===== src/rtl/snes_video_pkg.sv =====
// Shared timing defaults, counter widths and small helpers for the SNES video source.
package snes_video_pkg;

    localparam int DEF_CLKS_PER_DOT    = 4;
    localparam int DEF_DOTS_PER_LINE   = 341;
    localparam int DEF_LINES_PER_FRAME = 262;
    localparam int DEF_ACTIVE_W        = 256;
    localparam int DEF_ACTIVE_H        = 224;
    localparam int DEF_REFRESH_START   = 536;
    localparam int DEF_REFRESH_LEN     = 40;

    // Sized for up to 512 dots/lines and 2048 master clocks per line.
    localparam int H_W  = 9;
    localparam int V_W  = 9;
    localparam int LC_W = 11;

    typedef logic [14:0] rgb555_t;

    // Lines past 255 report FF so the converter never sees a second "line 2".
    function automatic logic [7:0] line8_sat(input logic [V_W-1:0] v);
        return (v < V_W'(256)) ? v[7:0] : 8'hFF;
    endfunction

endpackage


===== src/rtl/snes_video_source_dot_counter.sv =====
// Master-clock / dot / line / field counters for the SNES video source; everything holds while en is low.
module snes_dot_counter
    import snes_video_pkg::*;
#(
    parameter int CPD  = DEF_CLKS_PER_DOT,
    parameter int DPL  = DEF_DOTS_PER_LINE,
    parameter int LPF  = DEF_LINES_PER_FRAME,
    parameter int MC_W = $clog2(DEF_CLKS_PER_DOT)
) (
    input  logic            clk,
    input  logic            resetn,
    input  logic            en,
    output logic [MC_W-1:0] mc,
    output logic [H_W-1:0]  h,
    output logic [V_W-1:0]  v,
    output logic [LC_W-1:0] lc,
    output logic            field
);

    always_ff @(posedge clk or negedge resetn) begin
        if (!resetn) begin
            mc    <= '0;
            h     <= '0;
            v     <= '0;
            lc    <= '0;
            field <= 1'b0;
        end else if (en) begin
            if (mc == MC_W'(CPD - 1)) begin
                mc <= '0;
                if (h == H_W'(DPL - 1)) begin
                    h  <= '0;
                    lc <= '0;
                    if (v == V_W'(LPF - 1)) begin
                        v     <= '0;
                        field <= ~field;
                    end else begin
                        v <= v + V_W'(1);
                    end
                end else begin
                    h  <= h + H_W'(1);
                    lc <= lc + LC_W'(1);
                end
            end else begin
                mc <= mc + MC_W'(1);
                lc <= lc + LC_W'(1);
            end
        end
    end

endmodule


===== src/rtl/snes_video_source.sv =====
// SNES-style dot/line timing, refresh window and pixel fetch, freezable by the converter.
// Define SNES_VIDEO_SOURCE_TESTPAT_EN to replace pix_rgb with an internal 8-bar pattern.
module snes_video_source
    import snes_video_pkg::*;
#(
    parameter int CLKS_PER_DOT    = DEF_CLKS_PER_DOT,
    parameter int DOTS_PER_LINE   = DEF_DOTS_PER_LINE,
    parameter int LINES_PER_FRAME = DEF_LINES_PER_FRAME,
    parameter int ACTIVE_W        = DEF_ACTIVE_W,
    parameter int ACTIVE_H        = DEF_ACTIVE_H,
    parameter int REFRESH_START   = DEF_REFRESH_START,
    parameter int REFRESH_LEN     = DEF_REFRESH_LEN
) (
    input  logic        clk,
    input  logic        resetn,
    input  logic        pause,
    output logic [7:0]  pix_x,
    output logic [7:0]  pix_y,
    input  rgb555_t     pix_rgb,
    output logic        dotclk,
    output logic        hblank,
    output logic        vblank,
    output rgb555_t     rgb5,
    output logic [8:0]  xs,
    output logic [8:0]  ys,
    output logic        snes_refresh,
    output logic        frame_start
);

    localparam int MC_W = $clog2(CLKS_PER_DOT);

    logic [MC_W-1:0] mc;
    logic [H_W-1:0]  h;
    logic [V_W-1:0]  v;
    logic [LC_W-1:0] lc;
    logic            field;
    logic [7:0]      xs_h;
    logic [7:0]      line8;
    logic            ys_field;
    rgb555_t         src_rgb;
    logic            active;

    // pause is level-sampled every clk: high freezes counters and outputs as they are,
    // low lets the very next edge continue from the frozen state.
    snes_dot_counter #(
        .CPD  (CLKS_PER_DOT),
        .DPL  (DOTS_PER_LINE),
        .LPF  (LINES_PER_FRAME),
        .MC_W (MC_W)
    ) u_counter (
        .clk    (clk),
        .resetn (resetn),
        .en     (~pause),
        .mc     (mc),
        .h      (h),
        .v      (v),
        .lc     (lc),
        .field  (field)
    );

    assign active = (h < H_W'(ACTIVE_W)) && (v < V_W'(ACTIVE_H));

`ifdef SNES_VIDEO_SOURCE_TESTPAT_EN
    assign src_rgb = {{5{h[7]}}, {5{h[6]}}, {5{h[5]}}};
`else
    assign src_rgb = pix_rgb;
`endif

    always_ff @(posedge clk or negedge resetn) begin
        if (!resetn) begin
            pix_x        <= '0;
            pix_y        <= '0;
            dotclk       <= 1'b0;
            hblank       <= 1'b1;
            vblank       <= 1'b1;
            rgb5         <= '0;
            xs_h         <= '0;
            line8        <= '0;
            ys_field     <= 1'b0;
            snes_refresh <= 1'b0;
            frame_start  <= 1'b0;
        end else begin
            frame_start <= 1'b0;
            if (!pause) begin
                dotclk       <= (mc >= MC_W'(CLKS_PER_DOT / 2));
                snes_refresh <= (lc >= LC_W'(REFRESH_START)) &&
                                (lc <  LC_W'(REFRESH_START + REFRESH_LEN));
                frame_start  <= (v == '0) && (h == '0) && (mc == MC_W'(1));
                if (mc == '0) begin
                    pix_x <= h[7:0];
                    pix_y <= v[7:0];
                end
                // The pixel requested at mc==0 comes back one clk later.
                if (mc == MC_W'(1)) begin
                    rgb5     <= active ? src_rgb : '0;
                    hblank   <= (h >= H_W'(ACTIVE_W));
                    vblank   <= (v >= V_W'(ACTIVE_H));
                    xs_h     <= h[7:0];
                    line8    <= line8_sat(v);
                    ys_field <= field;
                end
            end
        end
    end

    assign xs = {xs_h, dotclk};
    assign ys = {ys_field, line8};

endmodule


===== config.mk =====
export PLATFORM = sky130hd
export DESIGN_NAME = snes_video_source
export DESIGN_NICKNAME = d
export VERILOG_FILES = /design/src/rtl/snes_video_pkg.sv /design/src/rtl/snes_video_source_dot_counter.sv /design/src/rtl/snes_video_source.sv
export SDC_FILE = /design/constraint.sdc
export NUM_CORES = 1
export LEC_CHECK = 0
export BUFFER_PORTS_ARGS = -buffer_cell sky130_fd_sc_hd__buf_2
export CAP_MARGIN = 20
export CORE_MARGIN = 1.5
export CORE_UTILIZATION = 40
export DETAILED_ROUTE_END_ITERATION = 8
export PLACE_DENSITY = 0.59
export SLEW_MARGIN = 20
export SYNTH_ARGS = -nofsm -noshare
export SYNTH_HDL_FRONTEND = slang
export SYNTH_SLANG_ARGS = --single-unit

===== constraint.sdc =====
create_clock -name clk -period 4.69 [get_ports clk]
set_input_delay 0.469 -clock clk [delete_from_list [all_inputs] [get_ports clk]]
set_output_delay 0.469 -clock clk [all_outputs]
set_load 0.02 [all_outputs]

Yosys cells after proc, flatten, opt, wreduce, memory -nomap -nowiden
Cells that the tools add are included.
{"block": "op_classes", "n_addsub": 4, "multipliers": 0, "div_mod_pow": 0, "order_cmp": 8, "n_eq_ne": 4, "shifts": 0, "n_mux": 8, "bitwise_logic": 2, "n_reduce_logical": 12}
{"cell": "$mux 11", "n": 2}
{"cell": "$add 9x1->9 const B", "n": 2}
{"cell": "$eq 9x9->1 const B", "n": 2}
{"cell": "$logic_not 9->1", "n": 2}
{"cell": "$lt 9x9->1 const B", "n": 2}
{"cell": "$mux 9", "n": 2}
{"cell": "$mux 15", "n": 1}
{"cell": "$add 11x1->11 const B", "n": 1}
{"cell": "$ge 11x10->1 const B", "n": 1}
{"cell": "$lt 11x10->1 const B", "n": 1}
{"cell": "$ge 9x8->1 const B", "n": 1}
{"cell": "$ge 9x9->1 const B", "n": 1}
{"cell": "$lt 9x8->1 const B", "n": 1}
{"cell": "$mux 8", "n": 1}
{"cell": "$reduce_and 2->1", "n": 3}
{"cell": "$logic_and 1x1->1", "n": 4}
{"cell": "$reduce_and 4->1", "n": 1}
{"cell": "$reduce_and 3->1", "n": 1}
{"cell": "$add 2x1->2 const B", "n": 1}
{"cell": "$eq 2x1->1 const B", "n": 1}
{"cell": "$eq 2x2->1 const B", "n": 1}
{"cell": "$ge 2x2->1 const B", "n": 1}
{"cell": "$logic_not 2->1", "n": 1}
{"cell": "$mux 2", "n": 1}
{"cell": "other kinds (2)", "n": 3}
{"block": "totals", "register_bits": 85, "latch_bits": 0, "mem_bits_rw": 0, "rom_bits": 0, "inputBits": 18, "out_inout_bits": 54, "word_cells": 54, "memories": 0}

Longest topological paths before layout
{"block": "logic_depth", "depth_word": 4, "depth_mapped": 7, "mapped_depth_nobuf": 6}

Modules after synthesis
From an unflattened synthesis, not the netlist that was laid out.
{"block": "hier_totals", "cells_unflattened": 334, "area_unflattened_um2": 3813.7}
{"module": "snes_video_source", "instances": 1, "cells_per_inst": 179, "area_per_inst_um2": 2173.3, "seq_area_each_um2": 1328.8}
{"module": "snes_dot_counter", "instances": 1, "cells_per_inst": 155, "area_per_inst_um2": 1640.3, "seq_area_each_um2": 800.8}

Worst setup path after synthesis
Ideal clock, no wire load.
{"block": "synth_path", "path_type": "flip-flop to flip-flop", "startpoint": "register u_counter.h[0]", "endpoint": "register u_counter.v[7]", "setup_ps": 127, "arrival_time_ps": 1807, "t_required_ps": 4563, "slack_ps": 2755, "stages_incl_launch_ff": 7, "cell_sequence": "dfrtp_1 inv_1 ha_1 or4b_4 nor3_4 nand4_1 mux2_1"}
{"block": "synth_via", "elab_chain_cells": 2}
{"element": "start, declared", "line_no": "snes_video_source_dot_counter.sv:14", "source": "output logic [H_W-1:0] h,"}
{"element": "start signal, assigned", "line_no": "snes_video_source_dot_counter.sv:40", "source": "h <= h + H_W'(1);"}
{"element": "$eq 9x9->1", "line_no": "snes_video_source_dot_counter.sv:30", "source": "if (h == H_W'(DPL - 1)) begin"}
{"element": "$reduce_and 3->1 (no source line)"}
{"element": "end signal, assigned", "line_no": "snes_video_source_dot_counter.sv:37", "source": "v <= v + V_W'(1);"}
{"element": "end, declared", "line_no": "snes_video_source_dot_counter.sv:15", "source": "output logic [V_W-1:0] v,"}
Every way passes these cells.
A chain may end at the register's enable or synchronous reset.

Worst setup path in the final report
{"block": "layout_path", "startpoint": "register u_counter.h[1]", "endpoint": "register u_counter.v[7]"}
Same word-level chain as after synthesis.

==> flow_results.xml <==
<?xml version="1.0" encoding="UTF-8"?>
<metrics>
  <group name="setup_path">
    <metric name="worst-r2r-cell-count" unit="">6</metric>
    <metric name="end_kind" unit="">flop</metric>
    <metric name="critical_path_peak_fanout" unit="">28</metric>
    <metric name="worst_path_class_setup" unit="">reg -&gt; reg</metric>
    <metric name="cp_data_required_time" unit="ps">4930</metric>
    <metric name="worst_ep_arrival_time" unit="ps">2910</metric>
    <metric name="startpoint_type" unit="">flop</metric>
    <metric name="timing.rr.end" unit="">u_counter.v[7]$_DFFE_PN0P_</metric>
    <metric name="regToRegSetupSlack" unit="ps">2020</metric>
    <metric name="worstReg2RegStart" unit="">u_counter.h[1]$_DFFE_PN0P_</metric>
  </group>
  <group name="power">
    <metric name="pd_cells" unit="mW/mm^2">519.0</metric>
    <metric name="power_frac_seq" unit="">0.455</metric>
    <metric name="p_leak" unit="nW">2.214</metric>
    <metric name="netSwitchingPower" unit="uW">788.2</metric>
    <metric name="power_report.internal_total" unit="mW">1.479</metric>
    <metric name="share_of_power_burned_in_combinational_logic" unit="">0.292</metric>
    <metric name="clock_power_share" unit="">0.253</metric>
    <metric name="p_sw_frac" unit="">0.3477</metric>
    <metric name="post-layout-total-power" unit="mW">2.267</metric>
    <metric name="worst_vdd_ir" unit="mV">0.3426</metric>
  </group>
  <group name="flow_run">
    <metric name="cap_violations" unit="">0</metric>
  </group>
  <group name="global_route">
    <metric name="grt_max_degree" unit="">86</metric>
    <metric name="global_route.overflow_total" unit="">0</metric>
    <metric name="first_pass_grt_wire_length" unit="um">12490</metric>
    <metric name="number_of_global_route_vias_before_repair" unit="">2518</metric>
    <metric name="globalRouteTotalUtil" unit="">0.1607</metric>
    <metric name="antenna_found_initial" unit="">0</metric>
  </group>
  <group name="finish">
    <metric name="most-common-layout-cells" unit="">dfrtp_1, buf_2, nand2_1, o21ai_0, nor2_1</metric>
    <metric name="multi_input_comb_area" unit="mm^2">0.001473</metric>
    <metric name="final_common_cell" unit="">dfrtp_1</metric>
    <metric name="fill_cells" unit="">817</metric>
    <metric name="fin_nets" unit="">420</metric>
    <metric name="synthToLayoutAreaGrowth" unit="%">17.54</metric>
    <metric name="antennaDiodeCount" unit="">0</metric>
    <metric name="sequential_cell_area" unit="mm^2">0.002130</metric>
    <metric name="final_layout_size_suffix_gt1_frac" unit="">0.2879</metric>
  </group>
  <group name="drt">
    <metric name="vias_per_cell" unit="">5.105</metric>
    <metric name="drc" unit="">0</metric>
    <metric name="wirelength" unit="um">7491</metric>
    <metric name="detailedRoute.firstIterationViolations" unit="">132</metric>
    <metric name="first_pass_iters" unit="">4</metric>
    <metric name="via_count" unit="">2573</metric>
    <metric name="drt.antenna.violating_nets" unit="">0</metric>
    <metric name="wl_per_cell" unit="um">14.86</metric>
  </group>
  <group name="placed_design">
    <metric name="post_detailed_placement_half_perimeter_wirelength" unit="um">4947</metric>
    <metric name="input_output_buffers" unit="">71</metric>
    <metric name="pre_cts_worst_setup_slack" unit="ps">2038</metric>
    <metric name="finalWeightedCongestion" unit="">0.7716</metric>
  </group>
  <group name="logic_synthesis">
    <metric name="synth-seq-area-share" unit="">0.5731</metric>
    <metric name="yosysWarnings" unit="">0</metric>
    <metric name="netlist-cell-type-count" unit="">42</metric>
    <metric name="ys.flop_type" unit="">dfrtp_1</metric>
    <metric name="post_synth_inst_count" unit="">326</metric>
    <metric name="synth_nets" unit="">355</metric>
    <metric name="synth_edf_count" unit="">0</metric>
    <metric name="synth_async_sr_flop_share" unit="">1.000</metric>
    <metric name="synth.ff_latch_count" unit="">85</metric>
    <metric name="syn-cell-area" unit="mm^2">0.003716</metric>
    <metric name="synth_area_per_cell" unit="um^2">11.40</metric>
  </group>
  <group name="clock_network">
    <metric name="numCtsBuffers" unit="">9</metric>
    <metric name="worst_skew_pair.late_latency" unit="ps">360</metric>
    <metric name="cts-hold-fix-buffers" unit="">0</metric>
    <metric name="cts_buffer_depth" unit="">2</metric>
    <metric name="total_number_of_h_tree_levels" unit="">3</metric>
    <metric name="tritoncts" unit="">done</metric>
    <metric name="cts.sinks" unit="">85</metric>
    <metric name="clock_tree.root_cell" unit="">clkbuf_8</metric>
    <metric name="clk_transition_reported_paths" unit="ps">80</metric>
    <metric name="cts.repair_timing.setup_buffer_count" unit="">0</metric>
    <metric name="post_cts_resize_count" unit="">0</metric>
  </group>
  <group name="floorplanning">
    <metric name="floorplan.initialDensity" unit="">0.4200</metric>
    <metric name="dieWidth" unit="um">99.39</metric>
    <metric name="pin_count" unit="">72</metric>
    <metric name="design.die.area" unit="mm^2">0.009877</metric>
    <metric name="row_count" unit="">34</metric>
    <metric name="core_area" unit="mm^2">0.008848</metric>
    <metric name="fp.dieH" unit="um">99.39</metric>
  </group>
  <group name="sta">
    <metric name="finalSetupViolations" unit="">0</metric>
    <metric name="setup-tns-final" unit="ps">0</metric>
    <metric name="setup_repair_after_global_routing_missed_its_margin" unit="">false</metric>
    <metric name="worst_pin_slew" unit="ps">1004</metric>
    <metric name="timing.final.crit_period" unit="ps">2672</metric>
    <metric name="max_freq" unit="MHz">374.3</metric>
    <metric name="slew_headroom" unit="">0.3309</metric>
    <metric name="finalHoldViolations" unit="">0</metric>
    <metric name="final_worst_setup_slack" unit="ps">2018</metric>
    <metric name="clock_skew" unit="ps">11.39</metric>
    <metric name="final-max-slew-violation-count" unit="">0</metric>
    <metric name="final.period_utilization" unit="">0.5697</metric>
  </group>
  <group name="outcome">
    <metric name="outcome" unit="">completed</metric>
  </group>
  <group name="hold_path">
    <metric name="worst_hold_path_type" unit="">in -&gt; async</metric>
  </group>
</metrics>
worst max-delay path by stage:
stage	end	slack [ps]	from	cells after the start
floorplan	u_counter.v[7]$_DFFE_PN0P_	2760	u_counter.h[0]$_DFFE_PN0P_	6
global placement	u_counter.v[7]$_DFFE_PN0P_	2110	u_counter.h[0]$_DFFE_PN0P_	6
global route	u_counter.v[7]$_DFFE_PN0P_	1820	u_counter.h[0]$_DFFE_PN0P_	6
CTS	u_counter.v[7]$_DFFE_PN0P_	2020	u_counter.h[0]$_DFFE_PN0P_	6
finish	u_counter.v[7]$_DFFE_PN0P_	2020	u_counter.h[1]$_DFFE_PN0P_	6
detailed placement	u_counter.v[7]$_DFFE_PN0P_	2040	u_counter.h[0]$_DFFE_PN0P_	6
metal layers:
layer | vias up | track usage | share of wire
met5 | - | 0 | 0
met4 | 0 | 0.05525 | 0.014
met3 | 9 | 0.04287 | 0.034
met2 | 44 | 0.2555 | 0.47
met1 | 1256 | 0.2137 | 0.48
li1 | 1264 | - | -
cells by family after synthesis:
| family | Yosys count | synth area share |
|---|---|---|
| multiplexers | 22 | 0.06633 |
| AND/OR/NAND/NOR | 108 | 0.1556 |
| buffers and inverters | 28 | 0.03131 |
| flip-flops | 85 | 0.5731 |
| adder cells (fa/ha/maj) | 11 | 0.03704 |
| XOR/XNOR | 15 | 0.03535 |
| AO/OA/AOI/OAI | 57 | 0.1013 |
cell type report:
cell class              count  share of cell area
multi-input cells         213              0.3372
clock buffers              10             0.03151
inverters                  10            0.008594
clock inverters             6             0.01977
flip-flops and latches     85              0.4875
well taps                 108             0.03094
repair buffers             72             0.08450
critical path, stage by stage (launching register included):
cell and delay [ps]:
dfrtp_1 400, inv_1 120, ha_1 160, or4b_4 490
nor3_4 830, nand4_1 200, mux2_1 350
cells in the mapped netlist (3+ instances only):
master,count,share of area
a21o_1,3,0.0061
a21oi_1,3,0.0040
a22o_1,19,0.045
and3_1,6,0.010
and4_1,5,0.012
buf_2,3,0.0040
clkbuf_1,12,0.012
dfrtp_1,83,0.56
ha_1,11,0.037
inv_1,10,0.010
mux2_2,20,0.061
nand2_1,29,0.029
nand2b_1,3,0.0051
nand3_1,5,0.0067
nand4_1,6,0.010
nor2_1,26,0.026
nor2b_1,6,0.010
nor3_1,5,0.0067
nor4_1,3,0.0051
o21ai_0,27,0.036
xnor2_1,9,0.021
xor2_1,6,0.014
flip-flops by register name (all words and copies together), names as in the netlist:
register / cells
ys_field: 1
frame_start: 1
u_counter.mc: 2
hblank: 1
vblank: 1
snes_refresh: 1
rgb5: 15
u_counter.lc: 11
u_counter.h: 9
pix_x: 8
u_counter.field: 1
xs_h: 8
dotclk: 1
u_counter.v: 9
pix_y: 8
line8: 8
stage by stage:
step	std cells	util	cell area [um^2]	hold slack (ps)
after global placement	488	0.4679	4140	458.4
after global routing	504	0.4936	4368	213.4
after CTS	504	0.4932	4364	314.5
final	504	0.4936	4368	135.5
after floorplan	326	-	3716	173.4
after detailed placement	488	0.4679	4140	459.0
power by group through the flow:
| stage | Combinational (mW) | Clock, mW | Sequential [mW] |
|---|---|---|---|
| floorplan | 0.311 | 0 | 1.17 |
| global placement | 0.665 | 0 | 1.04 |
| detailed placement | 0.670 | 0 | 1.05 |
| CTS | 0.674 | 0.592 | 1.03 |
| global route | 0.738 | 0.623 | 1.06 |
| finish | 0.661 | 0.574 | 1.03 |
Note: power is estimated with default switching activity, not from simulation.
